**src/rtl/reflet_tone_detector_pkg.sv**
```systemverilog
// Shared constants for the tone detector: bus address, status register layout,
// period counter geometry and search FSM encodings.
package reflet_tone_detector_pkg;

  localparam logic [15:0] SYNTH_ADDR  = 16'hFF21;
  localparam logic [15:0] ADDR_OFFSET = 16'h0001;

  localparam int VALID_BIT = 7;
  localparam int NEW_BIT   = 6;
  localparam int TONE_MSB  = 5;
  localparam int TONE_LSB  = 0;

  localparam int              CNT_W     = 14;
  localparam logic [CNT_W-1:0] CNT_MAX  = 14'd16383;
  localparam logic [5:0]       TONE_LAST = 6'd63;

  typedef enum logic [1:0] {
    IDLE   = 2'd0,
    SEARCH = 2'd1,
    DONE   = 2'd2
  } state_t;

endpackage

```
**src/rtl/reflet_counter.sv**
```systemverilog
// Free-running wrap-around counter; at_max marks the last count of each wrap.
module reflet_counter #(
  parameter int WIDTH = 8,
  parameter int MAX   = 255
) (
  input  logic             clk,
  input  logic             reset,
  input  logic             enable,
  output logic [WIDTH-1:0] count,
  output logic             at_max
);

  assign at_max = (count == WIDTH'(MAX));

  always_ff @(posedge clk) begin
    if (!reset)
      count <= '0;
    else if (enable)
      count <= at_max ? '0 : count + WIDTH'(1);
  end

endmodule

```
**src/rtl/reflet_tone_threshold_map.sv**
```systemverilog
// Registered lookup of the tone decision thresholds: midpoints between adjacent
// synth divisors, th[63]=0 so the final compare always matches.
module reflet_tone_threshold_map
  import reflet_tone_detector_pkg::*;
(
  input  logic             clk,
  input  logic             reset,
  input  logic [5:0]       select,
  output logic [CNT_W-1:0] out
);

  localparam logic [CNT_W-1:0] TH [64] = '{
    14'd14026, 14'd13238, 14'd12495, 14'd11794, 14'd11132, 14'd10507, 14'd9917, 14'd9361,
    14'd8836,  14'd8340,  14'd7872,  14'd7430,  14'd7012,  14'd6619,  14'd6247, 14'd5897,
    14'd5566,  14'd5253,  14'd4959,  14'd4680,  14'd4417,  14'd4170,  14'd3936, 14'd3715,
    14'd3506,  14'd3309,  14'd3124,  14'd2948,  14'd2783,  14'd2627,  14'd2479, 14'd2340,
    14'd2209,  14'd2085,  14'd1968,  14'd1857,  14'd1753,  14'd1655,  14'd1562, 14'd1474,
    14'd1391,  14'd1313,  14'd1240,  14'd1170,  14'd1104,  14'd1042,  14'd984,  14'd929,
    14'd876,   14'd827,   14'd781,   14'd737,   14'd696,   14'd657,   14'd620,  14'd585,
    14'd552,   14'd521,   14'd492,   14'd464,   14'd438,   14'd414,   14'd390,  14'd0
  };

  always_ff @(posedge clk) begin
    if (!reset)
      out <= '0;
    else
      out <= TH[select];
  end

endmodule

```
**src/rtl/reflet_tone_detector.sv**
```systemverilog
// Measures the period of tone_in in 1 us ticks and resolves it to the nearest
// synth tone index by a linear search of the threshold table.
module reflet_tone_detector
  import reflet_tone_detector_pkg::*;
#(
  parameter int                        base_addr_size = 16,
  parameter logic [base_addr_size-1:0] base_addr      = base_addr_size'(SYNTH_ADDR + ADDR_OFFSET),
  parameter int                        clk_freq       = 1000000
) (
  input  logic                      clk,
  input  logic                      reset,
  input  logic                      enable,
  input  logic [base_addr_size-1:0] addr,
  input  logic                      write_en,
  input  logic [7:0]                data_in,
  output logic [7:0]                data_out,
  input  logic                      tone_in
);

  localparam int TICK_DIV = clk_freq / 1000000;
  localparam int PRE_W    = (TICK_DIV > 1) ? $clog2(TICK_DIV) : 1;

  logic             tick, edge_rise, accept, timeout, selected;
  logic             sync_p0, sync_p1, prev_p2;
  logic             edge_seen, valid, new_flag;
  logic [5:0]       tone, cmp_idx, cmp_next, select;
  logic [CNT_W-1:0] count, period, period_next, th;
  logic [PRE_W-1:0] unused_pre_count;
  logic             unused_data_in;
  state_t           state, state_next;

  assign unused_data_in = ^data_in;

  reflet_counter #(.WIDTH(PRE_W), .MAX(TICK_DIV - 1)) u_prescaler (
    .clk    (clk),
    .reset  (reset),
    .enable (1'b1),
    .count  (unused_pre_count),
    .at_max (tick)
  );

  reflet_tone_threshold_map u_th_map (
    .clk    (clk),
    .reset  (reset),
    .select (select),
    .out    (th)
  );

  // Stage p0/p1: synchroniser; p2: previous sample for rising-edge detect
  always_ff @(posedge clk) begin
    if (!reset) begin
      sync_p0 <= 1'b0;
      sync_p1 <= 1'b0;
      prev_p2 <= 1'b0;
    end else begin
      sync_p0 <= tone_in;
      sync_p1 <= sync_p0;
      prev_p2 <= sync_p1;
    end
  end

  assign edge_rise = sync_p1 & ~prev_p2;
  // One-shot on the tick that lands the counter on its saturation value
  assign timeout   = tick && !edge_rise && (count == CNT_MAX - CNT_W'(1));
  assign accept    = edge_rise && edge_seen && (count != CNT_MAX) && (state == IDLE);
  assign selected  = enable && (addr == base_addr);

  always_ff @(posedge clk) begin
    if (!reset) begin
      count     <= '0;
      edge_seen <= 1'b0;
    end else begin
      if (edge_rise)
        count <= '0;
      else if (tick && count != CNT_MAX)
        count <= count + CNT_W'(1);
      if (edge_rise)
        edge_seen <= 1'b1;
      else if (timeout)
        edge_seen <= 1'b0;
    end
  end

  always_ff @(posedge clk) begin
    if (!reset) begin
      state   <= IDLE;
      period  <= '0;
      cmp_idx <= '0;
    end else begin
      state   <= state_next;
      period  <= period_next;
      cmp_idx <= cmp_next;
    end
  end

  // The table answers one cycle late, so the issued index runs one ahead of cmp_idx
  always_comb begin
    state_next  = state;
    period_next = period;
    cmp_next    = cmp_idx;
    select      = 6'd0;
    case (state)
      IDLE: begin
        if (accept) begin
          state_next  = SEARCH;
          period_next = count;
          cmp_next    = 6'd0;
        end
      end
      SEARCH: begin
        select = cmp_idx + 6'd1;
        if (period > th || cmp_idx == TONE_LAST)
          state_next = DONE;
        else
          cmp_next = cmp_idx + 6'd1;
      end
      DONE:    state_next = IDLE;
      default: state_next = IDLE;
    endcase
  end

  // A result landing in the same cycle as a clearing write keeps new set
  always_ff @(posedge clk) begin
    if (!reset) begin
      tone     <= '0;
      valid    <= 1'b0;
      new_flag <= 1'b0;
    end else begin
      if (timeout)
        valid <= 1'b0;
      if (selected && write_en)
        new_flag <= 1'b0;
      if (state == DONE) begin
        tone     <= cmp_idx;
        valid    <= 1'b1;
        new_flag <= 1'b1;
      end
    end
  end

  always_comb begin
    data_out = '0;
    if (selected) begin
      data_out[VALID_BIT]          = valid;
      data_out[NEW_BIT]            = new_flag;
      data_out[TONE_MSB:TONE_LSB]  = tone;
    end
  end

endmodule

```
**config.mk**
```make
export PLATFORM = sky130hd
export DESIGN_NAME = reflet_tone_detector
export DESIGN_NICKNAME = d
export VERILOG_FILES = /design/src/rtl/reflet_tone_detector_pkg.sv /design/src/rtl/reflet_counter.sv /design/src/rtl/reflet_tone_threshold_map.sv /design/src/rtl/reflet_tone_detector.sv
export SDC_FILE = /design/constraint.sdc
export NUM_CORES = 1
export LEC_CHECK = 0
export ABC_AREA = 1
export BUFFER_PORTS_ARGS = -buffer_cell sky130_fd_sc_hd__buf_2
export CORE_MARGIN = 2
export CORE_UTILIZATION = 60
export CTS_CLUSTER_DIAMETER = 50
export CTS_CLUSTER_SIZE = 10
export DETAILED_ROUTE_END_ITERATION = 7
export HOLD_SLACK_MARGIN = 0.03
export MAX_ROUTING_LAYER = met4
export PLACE_DENSITY = 0.85
export SYNTH_ARGS = -nofsm -noshare
export SYNTH_HDL_FRONTEND = slang
export SYNTH_SLANG_ARGS = --single-unit
export TNS_END_PERCENT = 20
```
**constraint.sdc**
```tcl
create_clock -name clk -period 2.1 [get_ports clk]
set_clock_uncertainty 0.05 [all_clocks]
set_input_delay 0.42 -clock clk [delete_from_list [all_inputs] [get_ports clk]]
set_output_delay 0.42 -clock clk [all_outputs]
set_load 0.05 [all_outputs]
```
==> reports/summary.md <==
* **outcome** finished clean
* **gate count of the mapped netlist** 626
* **Mapped Area** 0.00414 sq mm
* **die boundary width** 87.0 um
* **fraction of layout cells with a size suffix above 1** 0.159
* **number of vias per cell after detailed routing** 5.61
* **first element of the critical path** addr[7]
* **leading cell types in the layout, fill and taps excluded** 162 x nand2_1, 75 x inv_1, 63 x dfxtp_1
* **clk buf depth** 2
* **insertion delay to the later sink of the worst-skew pair** 0.35 ns
* **number of antenna violations at the first check in global routing** 0
* **critical path startpoint category** input pin
* **overflow left after global routing** 0
* **Routed wire per std cell** 14.1 um
* **GRT Resource Usage Total** 0.296
* **number of buffer cells added on primary ports** 28
* **clock share of power** 0.472
* **leading cell type in the layout, fill and taps excluded** nand2_1
* **combinational fraction of design power** 0.063
* **Tmin final** 2.03 ns
* **overall die area** 0.00757 sq mm
* **synthesized-area fraction occupied by adder cells** 0.0847
* **remaining antenna violation count after routing** 0
* **Pwr Density** 562 mW/mm^2
* **launch point of the worst hold path** tone_in
* **post-synthesis cell type with the largest combined area** dfxtp_1
* **layout overhead on the synthesized area** 14.2%
* **# H-tree levels** 3
* **simple-gate portion of the synthesized area** 0.340
* **net count of the finished layout** 720
* **fraction of power consumed by sequential logic** 0.465
* **final-report hold violation count** 0
* **via count of the routed design** 4193
* **core area** 0.00672 sq mm
* **beginning of the worst register-to-register path** cmp_idx[0]
* **kind of path behind the tightest hold check** in -> reg
* **initial detailed-routing violation count** 344
* **Antenna diodes** 0
* **Setup Viol. Count Final** 0
* **starting utilization of the core area** 0.615
* **max cap viols** 0
* **Reg clk slew, reported paths** 0.07 ns
* **cts bufs inserted** 9
* **period utilisation layout** 0.967
* **vias in the first global route** 3890
* **clk sink count** 63
* **Root Buffer Master** clkbuf_8
* **mux share of post-synthesis cell area** 0
* **ranking of synthesized cells by area** dfxtp_1 30%, nand2_1 15%, ha_1 8.5%
* **main combinational cell family by area after synthesis** simple AND/OR/NAND/NOR gates
* **warnings from Yosys** 0
* **first-pass GRT wire length** 17300 um
* **maximum fanout along the worst path** 8
* **share of the yosys chip area belonging to registers** 0.305
* **# hold bufs at CTS** 0
* **proportion of total power due to net switching** 0.228
* **critical path data arrival time** 1.56 ns
* **Residual DRC** 0
* **count of different cell masters after synthesis** 36
* **master of the slowest instance on the critical path** buf_2
* **Core Rows** 30
* **final max-slew violation count** 0
* **IR Drop Worst-Case VDD** 0.000502 V
* **I/O Pins** 37
* **CTS tree** done
* **placer's final routability congestion estimate** 0.923
* **Sw Pwr** 604 uW
* **area share of the leading cell type in the synthesized netlist** 0.305
* **synthesized area divided by synthesized cell count** 6.61 sq um
* **Required @ worst endpoint** 1.63 ns
* **CP peak stage delay** 0.27 ns
* **Pre-Repair DR Iteration Count** 5
* **Chip Height** 87.0 um
* **final standard cell utilization of the core** 0.703
* **syn_nets** 683
* **category of the worst setup path capture point** output pin
* **DP HPWL** 7370 um
* **fmax** 492 MHz
* **CP Cell Sequence** buf_2 > nor3_2 > and3b_2 > nand3_1 > buf_4 > nor2_1 > buf_2
* **critical path class** in -> out
* **CP dominant cell by count** buf_2
* **overall routed net length** 10600 um
* **xor and xnor fraction of the mapped netlist area** 0.0127
* **flip-flop and latch count after synthesis** 63
* **total power after layout** 2.65 mW
* **pin count of the biggest net entering global routing** 34
* **compound-gate portion of the synthesized area** 0.150
* **Leakage Power** 2.18 nW
* **cell-internal power** 2.05 mW
## power groups by stage
stage,Sequential [mW],Combinational (mW),Clock [mW]
floorplan,1.26,0.106,0
global placement,1.26,0.154,0
detailed placement,1.26,0.159,0
CTS,1.23,0.162,1.26
global route,1.24,0.191,1.32
finish,1.23,0.167,1.25
## repair_timing
item                       in CTS  in global routing
gates cloned                    0                  0
setup endpoints to repair       6                 22
gates resized for setup         0                 15
buffers inserted                1                  0
pin swaps                       1                  0
## worst max-delay path: cells and delay by family
| family | cells | cell delay [ns] |
|---|---|---|
| simple gates | 4 | 0.58 |
| buf+inv | 3 | 0.55 |
## cell families after synthesis
| family | count (synthesis) |
|---|---|
| AO/OA/AOI/OAI | 116 |
| AND/OR/NAND/NOR | 308 |
| other | 1 |
| adder cells (fa/ha/maj) | 28 |
| XOR/XNOR | 6 |
| flip-flops | 63 |
| buffers and inverters | 104 |
## final timing paths
path / end / slack (ns) / cells past startpoint
worst min-delay path: sync_p0 / 0.21 / 3
worst min register to register: sync_p1 / 0.37 / 2
worst max register to register: u_th_map.out[3] / 0.15 / 10
worst max-delay path: data_out[4] / 0.07 / 7
## through the flow
step	worst slack, ns	instances	instance area, sq um	setup TNS, ns	hold slack [ns]
2_1_floorplan	-0.0454	626	4140	-0.363	0.340
3_3_place_gp	0.0638	731	4420	0	0.353
3_5_place_dp	-0.00534	731	4420	-0.0117	0.354
4_1_cts	0.0774	748	4670	0	0.201
5_1_grt	-0.00837	748	4720	-0.0200	0.233
6_report	0.0687	748	4720	0	0.209
## cell type report
| cell class | count | area, sq um |
|---|---|---|
| flip-flops and latches | 63 | 1260 |
| inverters | 83 | 312 |
| clock buffers | 12 | 165 |
| clock inverters | 4 | 76.3 |
| fillers | 573 | 2000 |
| repair buffers | 47 | 330 |
| multi-input cells | 459 | 2480 |
| well taps | 80 | 100 |
## cells in the mapped netlist
cell type / instances
dfxtp_1: 63
nand3b_1: 1
nor3_4: 1
conb_1: 1
nor3_1: 5
o211ai_1: 10
nor4_1: 3
o21ai_2: 1
inv_2: 7
xnor2_1: 4
nor3_2: 4
o21a_1: 1
a21oi_2: 2
and3_1: 1
nor2_8: 2
o21ai_1: 15
nor2_2: 3
nor2_1: 53
buf_4: 4
inv_1: 76
nor2_4: 3
nand2_1: 163
nand2_2: 7
buf_6: 3
a31oi_1: 1
nand3_1: 52
xor2_1: 2
nand4_2: 1
buf_2: 9
nand4_1: 4
nand3_2: 4
and3b_1: 1
ha_1: 28
a21oi_1: 48
clkbuf_1: 5
o21ai_0: 38
## registers in the layout, indices dropped and copies added, names as in the netlist
register / count
period: 14
state: 2
count: 14
valid: 1
u_prescaler.count: 1
u_th_map.out: 14
new_flag: 1
edge_seen: 1
tone: 6
sync_p1: 1
sync_p0: 1
prev_p2: 1
cmp_idx: 6
## layer usage
metal	vias to the layer above	GRT usage	wire length, um
met5	-	-	0
met4	0	0.122	254
met3	32	0.0701	669
met2	165	0.485	5130
met1	1896	0.347	4510
li1	2100	-	-
Power figures use the tool's default switching activity.
